## src/rtl/serial_frame_pkg.sv

```systemverilog
// Shared definitions for the single-wire serial byte link (transmitter and receiver).
package serial_frame_pkg;

    localparam int   DATA_BITS   = 8;
    localparam logic LINE_IDLE   = 1'b1;
    localparam logic START_LEVEL = 1'b0;

    typedef enum logic [2:0] {
        IDLE   = 3'd0,
        START  = 3'd1,
        DATA   = 3'd2,
        PARITY = 3'd3,
        STOP   = 3'd4
    } frame_state_t;

    function automatic logic calc_parity(input logic [DATA_BITS-1:0] d, input logic odd);
        return (^d) ^ odd;
    endfunction

endpackage

```

## src/rtl/serial_frame_tx_bit_timer.sv

```systemverilog
// Bit-period timer: counts 0..CLKS_PER_BIT-1 while run is high, tick on the last cycle.
module serial_bit_timer #(
    parameter int CLKS_PER_BIT = 4
) (
    input  logic clk,
    input  logic rst,
    input  logic run,
    output logic tick
);

    localparam int            CW   = (CLKS_PER_BIT > 1) ? $clog2(CLKS_PER_BIT) : 1;
    localparam logic [CW-1:0] LAST = CW'(CLKS_PER_BIT - 1);

    logic [CW-1:0] cnt;

    assign tick = run && (cnt == LAST);

    always_ff @(posedge clk) begin
        if (rst || !run) begin
            cnt <= '0;
        end else if (tick) begin
            cnt <= '0;
        end else begin
            cnt <= cnt + CW'(1);
        end
    end

endmodule

```

## src/rtl/serial_frame_tx.sv

```systemverilog
// Serial frame transmitter: start / 8 data LSB-first / optional parity / stop bits,
// with a one-entry holding register so frames can run back-to-back.
//   state  | meaning
//   IDLE   | line at 1, waiting for a byte
//   START  | driving the start bit
//   DATA   | shifting out data bits, LSB first
//   PARITY | driving the parity bit computed at load
//   STOP   | driving stop bit(s); next byte may start with no gap
module serial_frame_tx
    import serial_frame_pkg::*;
#(
    parameter int CLKS_PER_BIT = 4,
    parameter bit PARITY_EN    = 1'b0,
    parameter bit PARITY_ODD   = 1'b0,
    parameter int STOP_BITS    = 1
) (
    input  logic       clk,
    input  logic       rst,
    input  logic [7:0] tx_data,
    input  logic       tx_valid,
    output logic       tx_ready,
    output logic       serial_out,
    output logic       busy,
    output logic       tx_done
);

    frame_state_t         state, state_nx;
    logic [DATA_BITS-1:0] shift_q, shift_nx;
    logic [DATA_BITS-1:0] hold_data, hold_data_nx;
    logic [DATA_BITS-1:0] load_data;
    logic [2:0]           bit_idx, bit_idx_nx;
    logic                 hold_full, hold_full_nx;
    logic                 parity_q, parity_nx;
    logic                 line_q, line_nx;
    logic                 accept;
    logic                 load;
    logic                 tick;

    assign tx_ready   = !hold_full;
    assign accept     = tx_valid && !hold_full;
    assign busy       = (state != IDLE);
    assign serial_out = line_q;
    assign load_data  = hold_full ? hold_data : tx_data;

    serial_bit_timer #(
        .CLKS_PER_BIT(CLKS_PER_BIT)
    ) u_bit_timer (
        .clk (clk),
        .rst (rst),
        .run (state != IDLE),
        .tick(tick)
    );

    always_ff @(posedge clk) begin
        if (rst) begin
            state     <= IDLE;
            shift_q   <= '0;
            hold_data <= '0;
            hold_full <= 1'b0;
            bit_idx   <= '0;
            parity_q  <= 1'b0;
            line_q    <= LINE_IDLE;
        end else begin
            state     <= state_nx;
            shift_q   <= shift_nx;
            hold_data <= hold_data_nx;
            hold_full <= hold_full_nx;
            bit_idx   <= bit_idx_nx;
            parity_q  <= parity_nx;
            line_q    <= line_nx;
        end
    end

    always_comb begin
        state_nx     = state;
        shift_nx     = shift_q;
        hold_data_nx = hold_data;
        hold_full_nx = hold_full;
        bit_idx_nx   = bit_idx;
        parity_nx    = parity_q;
        tx_done      = 1'b0;
        load         = 1'b0;

        unique case (state)
            IDLE: begin
                if (hold_full || accept) load = 1'b1;
            end
            START: begin
                if (tick) begin
                    state_nx   = DATA;
                    bit_idx_nx = '0;
                end
            end
            DATA: begin
                if (tick) begin
                    if (bit_idx == 3'(DATA_BITS - 1)) begin
                        state_nx   = PARITY_EN ? PARITY : STOP;
                        bit_idx_nx = '0;
                    end else begin
                        shift_nx   = shift_q >> 1;
                        bit_idx_nx = bit_idx + 3'd1;
                    end
                end
            end
            PARITY: begin
                if (tick) state_nx = STOP;
            end
            STOP: begin
                if (tick) begin
                    if (bit_idx == 3'(STOP_BITS - 1)) begin
                        tx_done = 1'b1;
                        if (hold_full || accept) load = 1'b1;
                        else                     state_nx = IDLE;
                    end else begin
                        bit_idx_nx = bit_idx + 3'd1;
                    end
                end
            end
            default: state_nx = IDLE;
        endcase

        // A load consumes the holding register if full, otherwise the byte on the bus.
        if (load) begin
            state_nx     = START;
            shift_nx     = load_data;
            parity_nx    = calc_parity(load_data, PARITY_ODD);
            bit_idx_nx   = '0;
            hold_full_nx = 1'b0;
        end else if (accept) begin
            hold_full_nx = 1'b1;
            hold_data_nx = tx_data;
        end

        unique case (state_nx)
            START:   line_nx = START_LEVEL;
            DATA:    line_nx = shift_nx[0];
            PARITY:  line_nx = parity_nx;
            default: line_nx = LINE_IDLE;
        endcase
    end

endmodule

```

## config.mk

```make
export PLATFORM = sky130hd
export DESIGN_NAME = serial_frame_tx
export DESIGN_NICKNAME = d
export VERILOG_FILES = /design/src/rtl/serial_frame_pkg.sv /design/src/rtl/serial_frame_tx_bit_timer.sv /design/src/rtl/serial_frame_tx.sv
export SDC_FILE = /design/constraint.sdc
export NUM_CORES = 1
export LEC_CHECK = 0
export BUFFER_PORTS_ARGS = -buffer_cell sky130_fd_sc_hd__buf_4
export CORE_MARGIN = 2
export CORE_UTILIZATION = 45
export DETAILED_ROUTE_END_ITERATION = 7
export PLACE_DENSITY = 0.6
export SETUP_SLACK_MARGIN = 0.2
export SLEW_MARGIN = 40
export SYNTH_ARGS = -nofsm -noshare
export SYNTH_HDL_FRONTEND = slang
export SYNTH_SLANG_ARGS = --single-unit
```

## constraint.sdc

```tcl
create_clock -name clk -period 2.7 [get_ports clk]
set_input_delay 0.27 -clock clk [delete_from_list [all_inputs] [get_ports clk]]
set_output_delay 0.27 -clock clk [all_outputs]
set_load 0.05 [all_outputs]
```

==> results of run 1 <==
synthesized netlist by cell type:
master | count | area share, %
dfxtp_1 | 27 | 36
mux2i_1 | 21 | 14
nor2_1 | 16 | 4.0
a211oi_1 | 15 | 7.5
nor2b_1 | 9 | 3.8
xor2_1 | 8 | 4.7
a21oi_1 | 6 | 2.0
buf_2 | 6 | 2.0
inv_1 | 5 | 1.3
xnor2_1 | 5 | 2.9
clkbuf_1 | 4 | 1.0
ha_1 | 4 | 3.4
nor3_1 | 4 | 1.3
nand2_1 | 3 | 0.75
and2_1 | 2 | 0.84
inv_2 | 2 | 0.50
nand3_1 | 2 | 0.67
nor3b_1 | 2 | 1.0
a211oi_2 | 1 | 0.84
a21boi_1 | 1 | 0.50
a31oi_1 | 1 | 0.42
a41oi_1 | 1 | 0.59
and3b_1 | 1 | 0.59
buf_1 | 1 | 0.25
nand2_2 | 1 | 0.42
nand2b_1 | 1 | 0.42
nand3b_1 | 1 | 0.50
nand4_2 | 1 | 0.84
nor4_1 | 1 | 0.42
nor4b_1 | 1 | 0.59
o211ai_1 | 1 | 0.50
o21ai_0 | 1 | 0.33
o21ai_1 | 1 | 0.33
o22ai_2 | 1 | 0.84
o32a_1 | 1 | 0.67
or2_1 | 1 | 0.42
or3b_1 | 1 | 0.59
or3b_4 | 1 | 0.75
or4_1 | 1 | 0.50
or4b_1 | 1 | 0.67
per-stage QoR:
| step | cells | power, µW | utilization, % |
|---|---|---|---|
| 2_1_floorplan | 163 | 565 | - |
| 3_3_place_gp | 212 | 605 | 52.2 |
| 3_5_place_dp | 212 | 610 | 52.2 |
| 4_1_cts | 216 | 784 | 53.0 |
| 5_1_grt | 216 | 818 | 53.0 |
| 6_report | 216 | 772 | 53.0 |
power by group:
group | internal, µW | switching, µW | leakage (µW)
clock network | 57.8 | 114 | 0.0000150
registers | 424 | 21.4 | 0.000221
logic | 71.4 | 82.7 | 0.000464
routing by layer:
metal,vias to the layer above,routed length (µm)
li1,593,-
met5,-,0
met2,12,1240
met3,4,63
met1,498,1480
met4,0,30
cell usage in the layout, fill, tap and decap left out, drive strengths merged, types with 4 or more instances in the layout:
| cell | count |
|---|---|
| nor2 | 16 |
| a21oi | 6 |
| buf | 16 |
| xor2 | 8 |
| dfxtp | 27 |
| inv | 7 |
| nor2b | 9 |
| nand2 | 4 |
| xnor2 | 5 |
| clkbuf | 4 |
| mux2i | 21 |
| nor3 | 4 |
| a211oi | 16 |
| ha | 4 |
worst min-delay path: cells and delay by family:
kind	cells	cell delay, ns
buffers and inverters	1	0.09
multiplexers	1	0.06
AND/OR/NAND/NOR	1	0.07
path summary, 6_finish.rpt:
check / startpoint / to / slack, ns / depth (start not counted)
hold reg to reg: u_bit_timer.cnt[0] / u_bit_timer.cnt[0] / 0.44 / 1
hold / removal: tx_data[2] / hold_data[2] / 0.20 / 3
setup / recovery: state[2] / bit_idx[2] / 0.56 / 5
setup reg to reg: state[2] / bit_idx[2] / 0.56 / 5
registers in the layout, indices dropped and copies added (netlist names):
signal,count
parity_q,1
hold_full,1
u_bit_timer.cnt,2
serial_out,1
state,3
shift_q,8
hold_data,8
bit_idx,3
area by class of cell:
type | count | area [µm²] | share of cell area, %
clock buffer | 4 | 26.3 | 1.60
inverter | 7 | 26.3 | 1.60
multi-input combinational | 118 | 877 | 53.3
sequential | 27 | 541 | 32.9
tap | 44 | 55.1 | 3.35
timing repair buffer | 16 | 120 | 7.30
kinds of logic (layout without fill, tap and decap cells):
group | count (synthesis) | count (layout) | synth area share [%]
AND/OR/NAND/NOR | 50 | 50 | 19.1
AO/OA/AOI/OAI | 30 | 30 | 14.6
flip-flops | 27 | 27 | 36.2
multiplexers | 21 | 21 | 14.1
buffers and inverters | 18 | 27 | 5.03
XOR/XNOR | 13 | 13 | 7.63
adder cells (fa/ha/maj) | 4 | 4 | 3.35
==> results.json, run 1 <==
{
  "fmaxAchievable_ghz": 0.466,
  "grt_use_met1_pct": 24.3,
  "grt_pass1_wl_um": 4850,
  "first_iter_violations": 42,
  "num-fill-cells": 322,
  "gp_congestion": 0.764,
  "syn_area_per_cell_um2": 9.16,
  "maxSlewViolCount": 0,
  "cts.clk_slew.worst_paths_ns": 0.14,
  "clock_skew_ns": 0.00832,
  "yosysWarnings": 0,
  "syn_to_final_growth_pct": 10.2,
  "slowest_delay_ns": 0.58,
  "syn_nets": 178,
  "cts-root-buf": "clkbuf_4",
  "startpoint_type": "register",
  "rsz0062_at_grt": "no",
  "drive_gt1_share_pct": 15.1,
  "io_buffers": 14,
  "ys_seq_elements": 27,
  "crit_type": "reg -> reg",
  "powerDensity_nw_per_um2": 469,
  "core-area_um2": 3100,
  "synthCells": 163,
  "cts_tree": "done",
  "cts_sinks": 27,
  "finalSetupViolations": 0,
  "drtPass1Iterations": 4,
  "min_period_ns": 2.14,
  "wl_per_cell_um": 13.0,
  "synth_seq_area_share_pct": 36.2,
  "post-cts-setup-buffers": 0,
  "die_y_um": 61.6,
  "met3_usage_pct": 2.52,
  "start_util_pct": 48.1,
  "cap_violations": 0,
  "pre_cts_ws_ns": 0.591,
  "ant_nets": 0,
  "wirelength_um": 2810,
  "antenna_found_initial": 0,
  "insertion_delay_ns": 0.32,
  "use_met2_pct": 27.2,
  "crit_required_ns": 2.96,
  "top_usage_layer": "met2",
  "worstSetupEndpointType": "register",
  "hold_class": "in -> reg",
  "cts_buffers": 3,
  "worst_ir_drop_vdd_mv": 0.192,
  "nNetsFinal": 188,
  "finalWorstSetupSlack_ns": 0.556,
  "core.rowCount": 20,
  "path_max_fanout": 11,
  "netlist_area_um2": 1490,
  "htreeDepth": 1,
  "antennaDiodeCount": 0,
  "grt_overflow": 0,
  "placed_area_um2": 1620,
  "hold_viol": 0,
  "die_w_um": 61.6,
  "grt_usage_pct": 17.3,
  "dieArea_um2": 3790,
  "crit_path_top_delay_cell": "dfxtp_1",
  "ioPinCount": 15,
  "cts_resized": 0,
  "path_buf_inv": 0,
  "grt_pass1_vias": 1096,
  "cts_buffer_depth": 2,
  "dpl.hpwl_um": 2070,
  "grt_max_degree": 28,
  "cts_hold_buf": 0,
  "crit_chain": "or3b_4 -> o22ai_2 -> nand2_2 -> or4b_1 -> a211oi_2",
  "path_delay_family": "simple AND/OR/NAND/NOR gates",
  "totalNegativeSetupSlack_ns": 0,
  "cp.arrival_ns": 2.40,
  "drc_errors": 0,
  "finalCritPeriodShare_pct": 79.4,
  "power_leakage_uw": 0.000700,
  "num_vias": 1107,
  "relSlewSlack_pct": 59.9,
  "avgViaCountPerCell": 5.13,
  "whs_ns": 0.197,
  "tightest_slew_ns": 0.600,
  "final_area_um2": 1650,
  "synth_cell_types": 40,
  "status": "finished clean"
}
Note: power is estimated with default switching activity, not from simulation.
==> run 2: changes to the inputs <==
==> constraint.sdc (replaced) <==
create_clock -name clk -period 2.2 [get_ports clk]
set_input_delay 0.22 -clock clk [delete_from_list [all_inputs] [get_ports clk]]
set_output_delay 0.22 -clock clk [all_outputs]
set_load 0.05 [all_outputs]
==> results.json, run 2 (synthesis results as in run 1) <==
{
  "status": "finished clean",
  "drive_gt1_share_pct": 18.6,
  "drtPass1Iterations": 4,
  "first_iter_violations": 73,
  "grt_pass1_vias": 1089,
  "cap_violations": 0,
  "gp_congestion": 0.833,
  "wl_per_cell_um": 12.8,
  "cts_tree": "done",
  "r2r-start": "state[1]",
  "worstSetupEndpointType": "register",
  "relSlewSlack_pct": 69.0,
  "maxSlewViolCount": 0,
  "path_max_fanout": 11,
  "core-area_um2": 3100,
  "ioPinCount": 15,
  "layout.cells.non_filler": 221,
  "cts_buffer_depth": 2,
  "syn_to_final_growth_pct": 14.0,
  "rsz0062_at_grt": "no",
  "avgViaCountPerCell": 5.24,
  "power_leakage_uw": 0.000734,
  "cp.arrival_ns": 2.17,
  "hold_start": "tx_data[6]",
  "die_y_um": 61.6,
  "dieArea_um2": 3790,
  "cts-root-buf": "clkbuf_4",
  "start_util_pct": 48.1,
  "cts_sinks": 27,
  "startpoint_type": "register",
  "num_vias": 1157,
  "die_w_um": 61.6,
  "worst_ir_drop_vdd_mv": 0.283,
  "seq_area_um2": 542,
  "drc_errors": 0,
  "powerDensity_nw_per_um2": 572,
  "finalSetupViolations": 0,
  "grt_usage_pct": 17.4,
  "totalNegativeSetupSlack_ns": 0,
  "cts_hold_buf": 0,
  "hold_viol": 0,
  "nNetsFinal": 193,
  "cts.clk_slew.worst_paths_ns": 0.16,
  "hold_class": "in -> reg",
  "antenna_found_initial": 0,
  "final_cell_mix": "26 x dfxtp_1, 21 x mux2i_1, 20 x buf_4",
  "grt_max_degree": 28,
  "crit_type": "reg -> reg",
  "grt_pass1_wl_um": 4840,
  "crit_required_ns": 2.46,
  "htreeDepth": 1,
  "clock_skew_ns": 0.00798,
  "tightest_slew_ns": 0.462,
  "dpl.cell_count": 217,
  "ant_nets": 0,
  "fmaxAchievable_ghz": 0.524,
  "layout_commonest_cell": "dfxtp_1",
  "io_buffers": 14,
  "wirelength_um": 2830,
  "multi_input_area_um2": 877,
  "startpoint": "state[1]",
  "antennaDiodeCount": 0,
  "cts_resized": 0,
  "finalCritPeriodShare_pct": 86.7,
  "core.rowCount": 20,
  "largestRegisters": "hold_data (8), shift_q (8)",
  "cts_buffers": 3,
  "num-fill-cells": 301,
  "insertion_delay_ns": 0.33,
  "post-cts-setup-buffers": 0,
  "grt_overflow": 0,
  "dpl.hpwl_um": 2130,
  "min_period_ns": 1.91
}
## run 2: final timing paths
| check | end | slack (ns) | cells after the start |
|---|---|---|---|
| worst max-delay path | bit_idx[2] | 0.29 | 5 |
| worst min-delay path | hold_data[6] | 0.14 | 3 |
| worst max register to register | bit_idx[2] | 0.29 | 5 |
| worst min register to register | u_bit_timer.cnt[0] | 0.44 | 1 |
## run 2: worst max-delay path: stages (launching register included)
cell and delay, ns:
dfxtp_2 0.41, or3b_4 0.41, o22ai_2 0.20, nand2_2 0.10
or4b_1 0.50, a211oi_2 0.22
## run 2: area by class of cell
type	count	share of cell area, %
clock inverter	1	0.515
clock buffer	3	1.32
inverter	7	1.54
timing repair buffer	21	10.0
tap	44	3.24
multi-input combinational	118	51.5
sequential	27	31.8
## run 2: power by group
| part | total (µW) | internal (µW) | leakage [µW] | switching (µW) |
|---|---|---|---|---|
| logic | 206 | 95.9 | 0.000494 | 110 |
| clock network | 229 | 74.1 | 0.0000183 | 155 |
| registers | 539 | 521 | 0.000222 | 18.2 |
| total | 973 | 691 | 0.000734 | 283 |
## run 2: per-stage QoR
step	utilization, %	hold slack [ns]	power (µW)	worst slack (ns)	cell area, µm²
floorplan	-	0.367	693	0.280	1490
detailed placement	53.8	0.426	758	0.265	1670
CTS	54.8	0.127	987	0.220	1700
global route	54.8	0.134	1030	0.211	1700
finish	54.8	0.139	973	0.292	1700
global placement	53.8	0.415	753	0.309	1670
## run 2: per-layer routing
metal	vias up	track usage, %	share of wire, %
li1	606	-	-
met5	-	0	0
met1	538	24.5	52
met3	2	3.15	2.1
met2	11	26.9	46
met4	0	5.47	0.53
==> run 3: changes to the inputs <==
--- a/config.mk
+++ b/config.mk
@@ -5,11 +5,12 @@
 export SDC_FILE = /design/constraint.sdc
 export NUM_CORES = 1
 export LEC_CHECK = 0
+export ABC_AREA = 1
 export BUFFER_PORTS_ARGS = -buffer_cell sky130_fd_sc_hd__buf_4
 export CORE_MARGIN = 2
 export CORE_UTILIZATION = 45
 export DETAILED_ROUTE_END_ITERATION = 7
-export PLACE_DENSITY = 0.6
+export PLACE_DENSITY = 0.59
 export SETUP_SLACK_MARGIN = 0.2
 export SLEW_MARGIN = 40
 export SYNTH_ARGS = -nofsm -noshare
==> results.json, run 3 <==
{
  "status": "finished clean",
  "synthCells": 256,
  "synth_seq_area_share_pct": 33.7,
  "totalNegativeSetupSlack_ns": 0,
  "syn_nets": 271,
  "synthFlopType": "dfxtp_1",
  "startpoint_type": "register",
  "wl_per_cell_um": 10.2,
  "r2r_slack_ns": 0.42,
  "r2r_end": "serial_out",
  "insertion_delay_ns": 0.34,
  "ioPinCount": 15,
  "cap_violations": 0,
  "post-cts-setup-buffers": 0,
  "cts.clk_slew.worst_paths_ns": 0.16,
  "start_util_pct": 47.3,
  "postLayoutCoreUtil_pct": 52.0,
  "largestRegisters": "hold_data (8), shift_q (8)",
  "gp_congestion": 0.817,
  "min_period_ns": 1.78,
  "crit_chain": "inv_1 -> ha_1 -> inv_1 -> nor2_1 -> nand2_1 -> nand2_1 -> nand3_4 -> inv_1 -> nand2_1 -> nand2_1 -> nand2_1 -> a21oi_1 -> nand2_1",
  "drtPass1Iterations": 4,
  "clock_skew_ns": 0.00392,
  "nNetsFinal": 286,
  "placed_area_um2": 1720,
  "antenna_found_initial": 0,
  "htreeDepth": 1,
  "grt_usage_pct": 18.0,
  "cp.arrival_ns": 2.04,
  "die_y_um": 63.7,
  "synthTopCellsByArea": "dfxtp_1 34%, nand2_1 25%, inv_1 8.0%",
  "dieArea_um2": 4060,
  "core-area_um2": 3390,
  "syn_area_per_cell_um2": 6.27,
  "synth-edff-count": 0,
  "grt_overflow": 0,
  "drive_gt1_share_pct": 12.6,
  "wirelength_um": 3220,
  "ys_seq_elements": 27,
  "cts_tree": "done",
  "layout.cells.non_filler": 316,
  "crit_required_ns": 2.46,
  "r2r-start": "bit_idx[0]",
  "num_vias": 1514,
  "hold_start": "rst",
  "cts_sinks": 27,
  "ant_nets": 0,
  "synth.top_cells.by_count": "106 x nand2_1, 34 x inv_1, 27 x dfxtp_1",
  "hold_viol": 0,
  "synth_cell_types": 24,
  "avgViaCountPerCell": 4.79,
  "cts-root-buf": "clkbuf_4",
  "path_delay_family": "simple AND/OR/NAND/NOR gates",
  "tightest_slew_ns": 0.533,
  "final_cell_mix": "106 x nand2_1, 34 x inv_1, 26 x dfxtp_1",
  "first_iter_violations": 65,
  "finalSetupViolations": 0,
  "slowest_delay_ns": 0.34,
  "yosysWarnings": 0,
  "path_buf_inv": 3,
  "crit_type": "reg -> reg",
  "crit_top_cell": "nand2_1",
  "grt_pass1_wl_um": 5820,
  "antennaDiodeCount": 0,
  "fmaxAchievable_ghz": 0.563,
  "power_leakage_uw": 0.000922,
  "netlist_area_um2": 1600,
  "cts_buffers": 3,
  "synth_top_area_share_pct": 33.7,
  "ff2ff_path_depth": 13,
  "powerDensity_nw_per_um2": 566,
  "rsz0062_at_grt": "no",
  "dpl.cell_count": 312,
  "async_flop_share_pct": 0,
  "core.rowCount": 21,
  "finalCritPeriodShare_pct": 80.7,
  "io_buffers": 14,
  "path_max_fanout": 17,
  "drc_errors": 0,
  "grt_pass1_vias": 1342,
  "crit_path_top_delay_cell": "dfxtp_1",
  "syn_to_final_growth_pct": 9.83,
  "grt_max_degree": 19,
  "layout_commonest_cell": "nand2_1",
  "whs_path_depth": 2,
  "worst_ir_drop_vdd_mv": 0.261,
  "holdPathEnd": "state[1]",
  "worstSetupEndpointType": "register",
  "maxSlewViolCount": 0,
  "synth_most_common_cell": "nand2_1",
  "yosysTopAreaCell": "dfxtp_1",
  "hold_class": "in -> reg",
  "relSlewSlack_pct": 64.4,
  "dpl.hpwl_um": 2460,
  "cts_buffer_depth": 2,
  "die_w_um": 63.7,
  "final_area_um2": 1760
}
-- run 3: how the worst max path moves through the flow --
| stage | from | to | depth (start not counted) |
|---|---|---|---|
| 6_report | bit_idx[0] | serial_out | 13 |
| 5_1_grt | bit_idx[0] | serial_out | 13 |
| 4_1_cts | hold_full | serial_out | 9 |
| 3_5_place_dp | hold_full | serial_out | 9 |
| 3_3_place_gp | hold_full | serial_out | 9 |
| 2_1_floorplan | bit_idx[0] | tx_done | 6 |
-- run 3: stage by stage --
| step | hold WS (ns) | setup slack [ns] | total power, µW |
|---|---|---|---|
| detailed placement | 0.417 | 0.225 | 775 |
| finish | 0.0664 | 0.425 | 997 |
| CTS | 0.0579 | 0.206 | 1010 |
| global route | 0.0574 | 0.195 | 1060 |
| floorplan | 0.289 | 0.604 | 722 |
| global placement | 0.415 | 0.305 | 775 |
-- run 3: cells by family (layout without fill, tap and decap cells) --
| family | Yosys count | in the layout | share of synthesized area, % |
|---|---|---|---|
| DFF | 27 | 27 | 33.7 |
| AOI/OAI and AO/OA | 45 | 45 | 15.5 |
| and+or+nand+nor | 139 | 139 | 36.0 |
| adders and majority gates | 4 | 4 | 3.12 |
| buffers and inverters | 41 | 55 | 11.6 |
-- run 3: final cells by class --
class / count / area, µm²
clock buffers: 3 / 22.5
clock inverters: 1 / 7.51
fillers: 373 / 1630
inverters: 36 / 135
multi-input cells: 188 / 885
flip-flops and latches: 27 / 542
well taps: 46 / 57.6
repair buffers: 15 / 113
-- run 3: power breakdown --
| group | internal [µW] | switching [µW] | leakage (µW) |
|---|---|---|---|
| Sequential | 525 | 19.9 | 0.000222 |
| Clock | 69.9 | 162 | 0.0000139 |
| Combinational | 79.9 | 140 | 0.000686 |
-- run 3: routing by layer --
| layer | vias up | routed length [µm] | part of all wire [%] | global-route usage (%) |
|---|---|---|---|---|
| met5 | - | 0 | 0 | 0 |
| met4 | 0 | 55 | 1.7 | 6.52 |
| met3 | 5 | 104 | 3.2 | 3.21 |
| met2 | 18 | 1430 | 45 | 29.5 |
| met1 | 654 | 1630 | 50 | 23.6 |
| li1 | 837 | - | - | - |
-- run 3: timing repair --
item,in CTS,in global routing
endpoints found under the setup margin,0,5
hold buffers,0,0
gates resized for setup,0,2
